## src/rtl/mem_access_stage.sv

```systemverilog
// Data-memory access stage sitting between EX/MEM and MEM/WB.
// Turns a load/store from EX/MEM into a req/ack transaction with a
// variable-latency data memory, freezes the upstream pipeline while the
// transaction is outstanding, and delivers the sized/extended load result.
module mem_access_stage #(
  parameter int unsigned TIMEOUT_CYCLES = 16,
  parameter logic [31:0] RESET_DATA     = 32'h0000_0000
) (
  input  logic        clk_i,
  input  logic        rst_i,
  input  logic        MemRead_i,
  input  logic        MemWrite_i,
  input  logic [2:0]  funct3_i,
  input  logic [31:0] addr_i,
  input  logic [31:0] wdata_i,
  output logic        mem_req_o,
  output logic        mem_we_o,
  output logic [31:0] mem_addr_o,
  output logic [3:0]  mem_be_o,
  output logic [31:0] mem_wdata_o,
  input  logic        mem_ack_i,
  input  logic [31:0] mem_rdata_i,
  output logic        stall_o,
  output logic [31:0] MEMdata_o,
  output logic        done_o,
  output logic        misalign_o,
  output logic        timeout_o
);

  typedef enum logic [1:0] {
    ST_IDLE = 2'd0,
    ST_REQ  = 2'd1,
    ST_DONE = 2'd2
  } state_e;

  localparam logic [1:0] SZ_B = 2'd0;
  localparam logic [1:0] SZ_H = 2'd1;
  localparam logic [1:0] SZ_W = 2'd2;

  // Counter only needs to reach TIMEOUT_CYCLES-1; keep at least one bit.
  localparam int unsigned CNT_W    = (TIMEOUT_CYCLES > 32'd1) ? $clog2(TIMEOUT_CYCLES) : 1;
  localparam int unsigned LAST_INT = (TIMEOUT_CYCLES == 32'd0) ? 32'd0 : TIMEOUT_CYCLES - 32'd1;
  localparam logic [CNT_W-1:0] CNT_LAST = CNT_W'(LAST_INT);
  localparam logic             TO_EN    = (TIMEOUT_CYCLES != 32'd0);

  // Access size from funct3; the unused encodings 011/110/111 fall to word.
  function automatic logic [1:0] size_of(input logic [2:0] f3);
    logic [1:0] sz;
    case (f3[1:0])
      2'b00:   sz = SZ_B;
      2'b01:   sz = SZ_H;
      default: sz = SZ_W;
    endcase
    return sz;
  endfunction

  // Pick the addressed lane out of the read word and sign/zero extend it.
  function automatic logic [31:0] load_extend(input logic [31:0] word,
                                              input logic [1:0]  size,
                                              input logic        uns,
                                              input logic [1:0]  lane);
    logic [7:0]  b;
    logic [15:0] h;
    logic [31:0] r;
    case (lane)
      2'd0:    b = word[7:0];
      2'd1:    b = word[15:8];
      2'd2:    b = word[23:16];
      default: b = word[31:24];
    endcase
    h = lane[1] ? word[31:16] : word[15:0];
    case (size)
      SZ_B:    r = uns ? {24'h00_0000, b} : {{24{b[7]}}, b};
      SZ_H:    r = uns ? {16'h0000, h} : {{16{h[15]}}, h};
      default: r = word;
    endcase
    return r;
  endfunction

  state_e            state_q, state_d;
  logic              mem_req_q, mem_req_d;
  logic              mem_we_q, mem_we_d;
  logic [31:0]       mem_addr_q, mem_addr_d;
  logic [3:0]        mem_be_q, mem_be_d;
  logic [31:0]       mem_wdata_q, mem_wdata_d;
  logic [31:0]       memdata_q, memdata_d;
  logic              done_q, done_d;
  logic              timeout_q, timeout_d;
  logic [CNT_W-1:0]  cnt_q, cnt_d;
  logic [1:0]        lane_q, lane_d;
  logic [1:0]        size_q, size_d;
  logic              uns_q, uns_d;

  logic        access_s;
  logic [1:0]  size_s;
  logic        misaligned_s;
  logic        start_s;
  logic [3:0]  be_s;
  logic [31:0] wd_s;

  // Decode the incoming access: size, alignment and whether it may start.
  always_comb begin
    access_s     = MemRead_i | MemWrite_i;
    size_s       = size_of(funct3_i);
    misaligned_s = 1'b0;
    case (size_s)
      SZ_H:    misaligned_s = addr_i[0];
      SZ_W:    misaligned_s = (addr_i[1:0] != 2'b00);
      default: misaligned_s = 1'b0;
    endcase
    start_s    = (state_q == ST_IDLE) & access_s & ~misaligned_s;
    misalign_o = (state_q == ST_IDLE) & access_s & misaligned_s;
    stall_o    = start_s | (state_q == ST_REQ);
  end

  // Steer store data onto its byte lanes; loads always fetch the whole word.
  always_comb begin
    be_s = 4'b1111;
    wd_s = wdata_i;
    if (MemWrite_i) begin
      case (size_s)
        SZ_B: begin
          be_s = 4'b0001 << addr_i[1:0];
          wd_s = {4{wdata_i[7:0]}};
        end
        SZ_H: begin
          be_s = addr_i[1] ? 4'b1100 : 4'b0011;
          wd_s = {2{wdata_i[15:0]}};
        end
        default: begin
          be_s = 4'b1111;
          wd_s = wdata_i;
        end
      endcase
    end else begin
      be_s = 4'b1111;
      wd_s = wdata_i;
    end
  end

  // Next-state logic of the IDLE -> REQ -> DONE access sequencer.
  always_comb begin
    state_d     = state_q;
    mem_req_d   = mem_req_q;
    mem_we_d    = mem_we_q;
    mem_addr_d  = mem_addr_q;
    mem_be_d    = mem_be_q;
    mem_wdata_d = mem_wdata_q;
    memdata_d   = memdata_q;
    done_d      = 1'b0;
    timeout_d   = 1'b0;
    cnt_d       = cnt_q;
    lane_d      = lane_q;
    size_d      = size_q;
    uns_d       = uns_q;
    case (state_q)
      ST_IDLE: begin
        if (start_s) begin
          mem_req_d   = 1'b1;
          mem_we_d    = MemWrite_i;
          mem_addr_d  = {addr_i[31:2], 2'b00};
          mem_be_d    = be_s;
          mem_wdata_d = wd_s;
          cnt_d       = '0;
          lane_d      = addr_i[1:0];
          size_d      = size_s;
          uns_d       = funct3_i[2];
          state_d     = ST_REQ;
        end else begin
          state_d = ST_IDLE;
        end
      end
      ST_REQ: begin
        if (mem_ack_i) begin
          mem_req_d = 1'b0;
          done_d    = 1'b1;
          if (!mem_we_q) begin
            memdata_d = load_extend(mem_rdata_i, size_q, uns_q, lane_q);
          end else begin
            memdata_d = memdata_q;
          end
          state_d = ST_DONE;
        end else if (TO_EN && (cnt_q == CNT_LAST)) begin
          mem_req_d = 1'b0;
          memdata_d = RESET_DATA;
          timeout_d = 1'b1;
          state_d   = ST_DONE;
        end else begin
          cnt_d = cnt_q + CNT_W'(1);
        end
      end
      ST_DONE: begin
        state_d = ST_IDLE;
      end
      default: begin
        mem_req_d = 1'b0;
        state_d   = ST_IDLE;
      end
    endcase
  end

  // State and output registers; synchronous active-low reset wins over everything.
  always_ff @(posedge clk_i) begin
    if (!rst_i) begin
      state_q     <= ST_IDLE;
      mem_req_q   <= 1'b0;
      mem_we_q    <= 1'b0;
      mem_addr_q  <= 32'h0000_0000;
      mem_be_q    <= 4'b0000;
      mem_wdata_q <= 32'h0000_0000;
      memdata_q   <= RESET_DATA;
      done_q      <= 1'b0;
      timeout_q   <= 1'b0;
      cnt_q       <= '0;
      lane_q      <= 2'b00;
      size_q      <= SZ_W;
      uns_q       <= 1'b0;
    end else begin
      state_q     <= state_d;
      mem_req_q   <= mem_req_d;
      mem_we_q    <= mem_we_d;
      mem_addr_q  <= mem_addr_d;
      mem_be_q    <= mem_be_d;
      mem_wdata_q <= mem_wdata_d;
      memdata_q   <= memdata_d;
      done_q      <= done_d;
      timeout_q   <= timeout_d;
      cnt_q       <= cnt_d;
      lane_q      <= lane_d;
      size_q      <= size_d;
      uns_q       <= uns_d;
    end
  end

  assign mem_req_o   = mem_req_q;
  assign mem_we_o    = mem_we_q;
  assign mem_addr_o  = mem_addr_q;
  assign mem_be_o    = mem_be_q;
  assign mem_wdata_o = mem_wdata_q;
  assign MEMdata_o   = memdata_q;
  assign done_o      = done_q;
  assign timeout_o   = timeout_q;

endmodule

```

## config.mk

```make
export PLATFORM = sky130hd
export DESIGN_NAME = mem_access_stage
export DESIGN_NICKNAME = d
export VERILOG_FILES = /design/src/rtl/mem_access_stage.sv
export SDC_FILE = /design/constraint.sdc
export NUM_CORES = 1
export LEC_CHECK = 0
export ABC_AREA = 1
export CELL_PAD_IN_SITES_DETAIL_PLACEMENT = 2
export CELL_PAD_IN_SITES_GLOBAL_PLACEMENT = 2
export CORE_AREA = 3 3 142 171
export CTS_CLUSTER_DIAMETER = 150
export CTS_CLUSTER_SIZE = 10
export DETAILED_ROUTE_END_ITERATION = 8
export DIE_AREA = 0 0 145 174
export PLACE_DENSITY = 0.81
export SLEW_MARGIN = 10
export SYNTH_ARGS = -nofsm -noshare
export SYNTH_HDL_FRONTEND = slang
export SYNTH_SLANG_ARGS = --single-unit
```

## constraint.sdc

```tcl
create_clock -name clk_i -period 1.75 [get_ports clk_i]
set_input_delay 0.4375 -clock clk_i [delete_from_list [all_inputs] [get_ports clk_i]]
set_output_delay 0.4375 -clock clk_i [all_outputs]
set_load 0.01 [all_outputs]
```

==> impl_metrics.yaml <==
run_status:
  status: "completed"
floorplan:
  ios: 210
  floorplan.rows: 60
  floorplan.core_area_sq_um: 22600
  die_area_sq_um: 25200
  die_w_microns: 145
  fp.dieH_microns: 174
  initial_utilization: 0.219
sta:
  fmax_ghz: 0.577
  rsz0062_at_grt: "yes"
  fin_crit_sh: 0.991
  slew_violations: 0
  tns_ns: 0
  skew_ns: 0.00979
  setup_ws_ns: 0.0156
  final_hold_viol_count: 0
  setup_violations: 0
  min_period_ns: 1.73
worst_hold_path:
  holdCritStartpoint: "rst_i"
  hold_end: "size_q[0]$_SDFFE_PN0P_"
  hold_path.class: "input pin to flip-flop"
  hold_depth: 3
worst_setup_path:
  r2r_cells: 8
  cp-end-kind: "output port"
  reg2reg_to: "MEMdata_o[31]$_SDFFE_PN0P_"
  r2r-start: "cnt_q[1]$_SDFFE_PN0P_"
  ff2ff_setup_slack_ns: 0.15
  cpPeakStageDelay_ns: 0.28
  cp_cell_sequence: "dlygate4sd2_1, nor2_4, nor3_4, nand2_2, o21ai_1, buf_2"
  path_class: "input pin to output port"
  cp_num_buf_inv: 2
  required_ns: 1.31
  cp_slowest_cell: "dlygate4sd2_1"
  crit_path_start_kind: "input pin"
  cp_max_fo: 2
  worstPathArrival_ns: 1.30
  path_depth: 6
  crit_family: "buffers and inverters"
clock_tree:
  cts_buffer_depth: 2
  clock-root-buffer: "clkbuf_16"
  clk_pin_slew_worst_paths_ns: 0.05
  cts_tree: "built"
  numCtsBuffers: 17
  insertion_delay_ns: 0.42
  h-tree-depth: 4
  cts_sinks: 113
logic_synthesis:
  postSynthAreaPerCell_sq_um: 7.16
  synth_compound_area_frac: 0.213
  ys_warn_count: 0
  synth_seq_area_share: 0.456
  yosys_register_bits: 113
  synth_mux_area_frac: 0
  synth_top_family_by_area: "simple AND/OR/NAND/NOR gates"
  netlist_area_sq_um: 4960
  synthSimpleGateAreaFrac: 0.244
  ys_types: 34
  synthAdderAreaFrac: 0.00252
  syn-instance-count: 693
  synth_xor_area_frac: 0
placement:
  port_buffers: 207
  post-dp-hpwl_mm: 16.9
  dpl.cell_count: 1220
  preCtsSetupSlack_ns: -0.728
  gp_congestion: 0.803
  dpl-instance-area_sq_um: 7670
routing:
  wl_per_cell_microns: 17.9
  drtIter0Drc: 206
  drc: 0
  vias: 5687
  wirelength_mm: 22.4
  ant_nets: 0
  first_pass_iters: 4
  via_per_inst: 4.53
global_routing:
  grt_usage: 0.177
  grt_overflow: 0
  grt_antenna_before_repair: 3
  grt_pass1_wl_mm: 35.2
  grt_start_max_net_pins: 36
  grt_pass1_vias: 6356
layout:
  layout.cells.non_filler: 1255
  nFillCells: 2581
  finish.instance_area_sq_um: 8250
  syn_to_final_growth_pct: 66.2
  nNetsFinal: 1036
  drive_above_1_share: 0.129
pwr:
  power_density_nw_per_um2: 985
  p_leak_nw: 3.80
  total_power_mw: 8.12
  irDropWorstVdd_v: 0.000625
run:
  drv_cap: 0
layout by cell type (no fill, tap or decap), types with 9 or more instances in the layout:
master             n
nand2_1          142
dfxtp_1          111
nor2_1           100
clkdlybuf4s50_1  100
a21oi_1           92
dlygate4sd2_1     89
o21ai_0           86
buf_4             44
inv_1             34
nand3_1           22
clkbuf_16         17
dlymetal6s2s_1    11
buf_12             9
through the flow:
step / hold WS [ns] / utilization
finish: 0.346 / 0.365
global route: 0.355 / 0.365
CTS: 0.327 / 0.362
detailed placement: 0.456 / 0.339
global placement: 0.452 / 0.339
floorplan: 0.463 / -
synthesized netlist by cell type (all sizes together):
| library cell | n | area share |
|---|---|---|
| nor2 | 105 | 0.084 |
| dfxtp | 113 | 0.46 |
| o211a | 1 | 0.0020 |
| conb | 1 | 0.00076 |
| nor4 | 1 | 0.0013 |
| nand4 | 1 | 0.0043 |
| or2 | 7 | 0.0088 |
| buf | 32 | 0.043 |
| a21oi | 92 | 0.093 |
| o21ai | 88 | 0.089 |
| nand2 | 148 | 0.11 |
| ha | 1 | 0.0025 |
| o22ai | 1 | 0.0013 |
| nor3 | 4 | 0.0050 |
| clkbuf | 11 | 0.0083 |
| nand3 | 24 | 0.026 |
| o31ai | 4 | 0.0061 |
| o211ai | 6 | 0.010 |
| o21a | 1 | 0.0015 |
| inv | 42 | 0.032 |
| a31oi | 8 | 0.010 |
| clkinv | 2 | 0.0015 |
timing repair:
item | 4_1_cts | 5_1_grt
buffers inserted | 0 | 2
gates cloned | 0 | 0
pin swaps | 3 | 6
endpoints found under the setup margin | 163 | 25
hold buffers | 0 | 0
resized for setup | 113 | 21
worst max path at each step:
stage / from / end / slack (ns)
final: MemRead_i / stall_o / 0.02
after floorplan: MemWrite_i / stall_o / 0.04
after detailed placement: MemWrite_i / stall_o / -0.73
after global routing: state_q[0]$_SDFFE_PN0P_ / stall_o / -0.05
after CTS: state_q[0]$_SDFFE_PN0P_ / stall_o / -0.03
after global placement: MemWrite_i / stall_o / -0.70
logic make-up after synthesis:
logic type	count (synthesis)
AOI/OAI and AO/OA	201
DFF	113
other	1
and+or+nand+nor	290
buffers and inverters	87
adders and majority gates	1
routing by layer:
metal	vias up	GRT usage	wire length (microns)
met5	-	0	27
met4	4	0.0511	275
met3	26	0.0725	1940
met2	203	0.314	11300
met1	2709	0.194	8920
li1	2745	-	-
cell type report:
class                   count  area [sq um]  area share
diodes                      1          2.50    0.000303
flip-flops and latches    113          2270       0.275
inverters                  44           165      0.0200
multi-input cells         494          2310       0.280
well taps                 310           388      0.0470
repair buffers            261          2500       0.303
clock inverters            14           179      0.0217
clock buffers              18           439      0.0533
worst reg2reg max path: cells and delay by family (launching register included):
kind | cells | cell delay [ns]
AOI/OAI and AO/OA | 2 | 0.27
adders and majority gates | 1 | 0.20
buffers and inverters | 1 | 0.18
DFF | 1 | 0.35
and+or+nand+nor | 4 | 0.52
registers in the layout, summed over array words and instances, names as in the netlist:
signal / flops
mem_addr_o: 30
lane_q: 2
state_q: 2
timeout_o: 1
MEMdata_o: 32
cnt_q: 4
mem_be_o: 4
uns_q: 1
size_q: 2
mem_req_o: 1
done_o: 1
mem_we_o: 1
mem_wdata_o: 32
power breakdown:
group	leakage, nW	internal (mW)	total [mW]	switching (mW)
registers	0.928	2.78	2.89	0.116
logic	2.58	0.725	1.56	0.834
clock network	0.294	2.29	3.67	1.37
No activity file was read; power rests on OpenSTA's default activity.
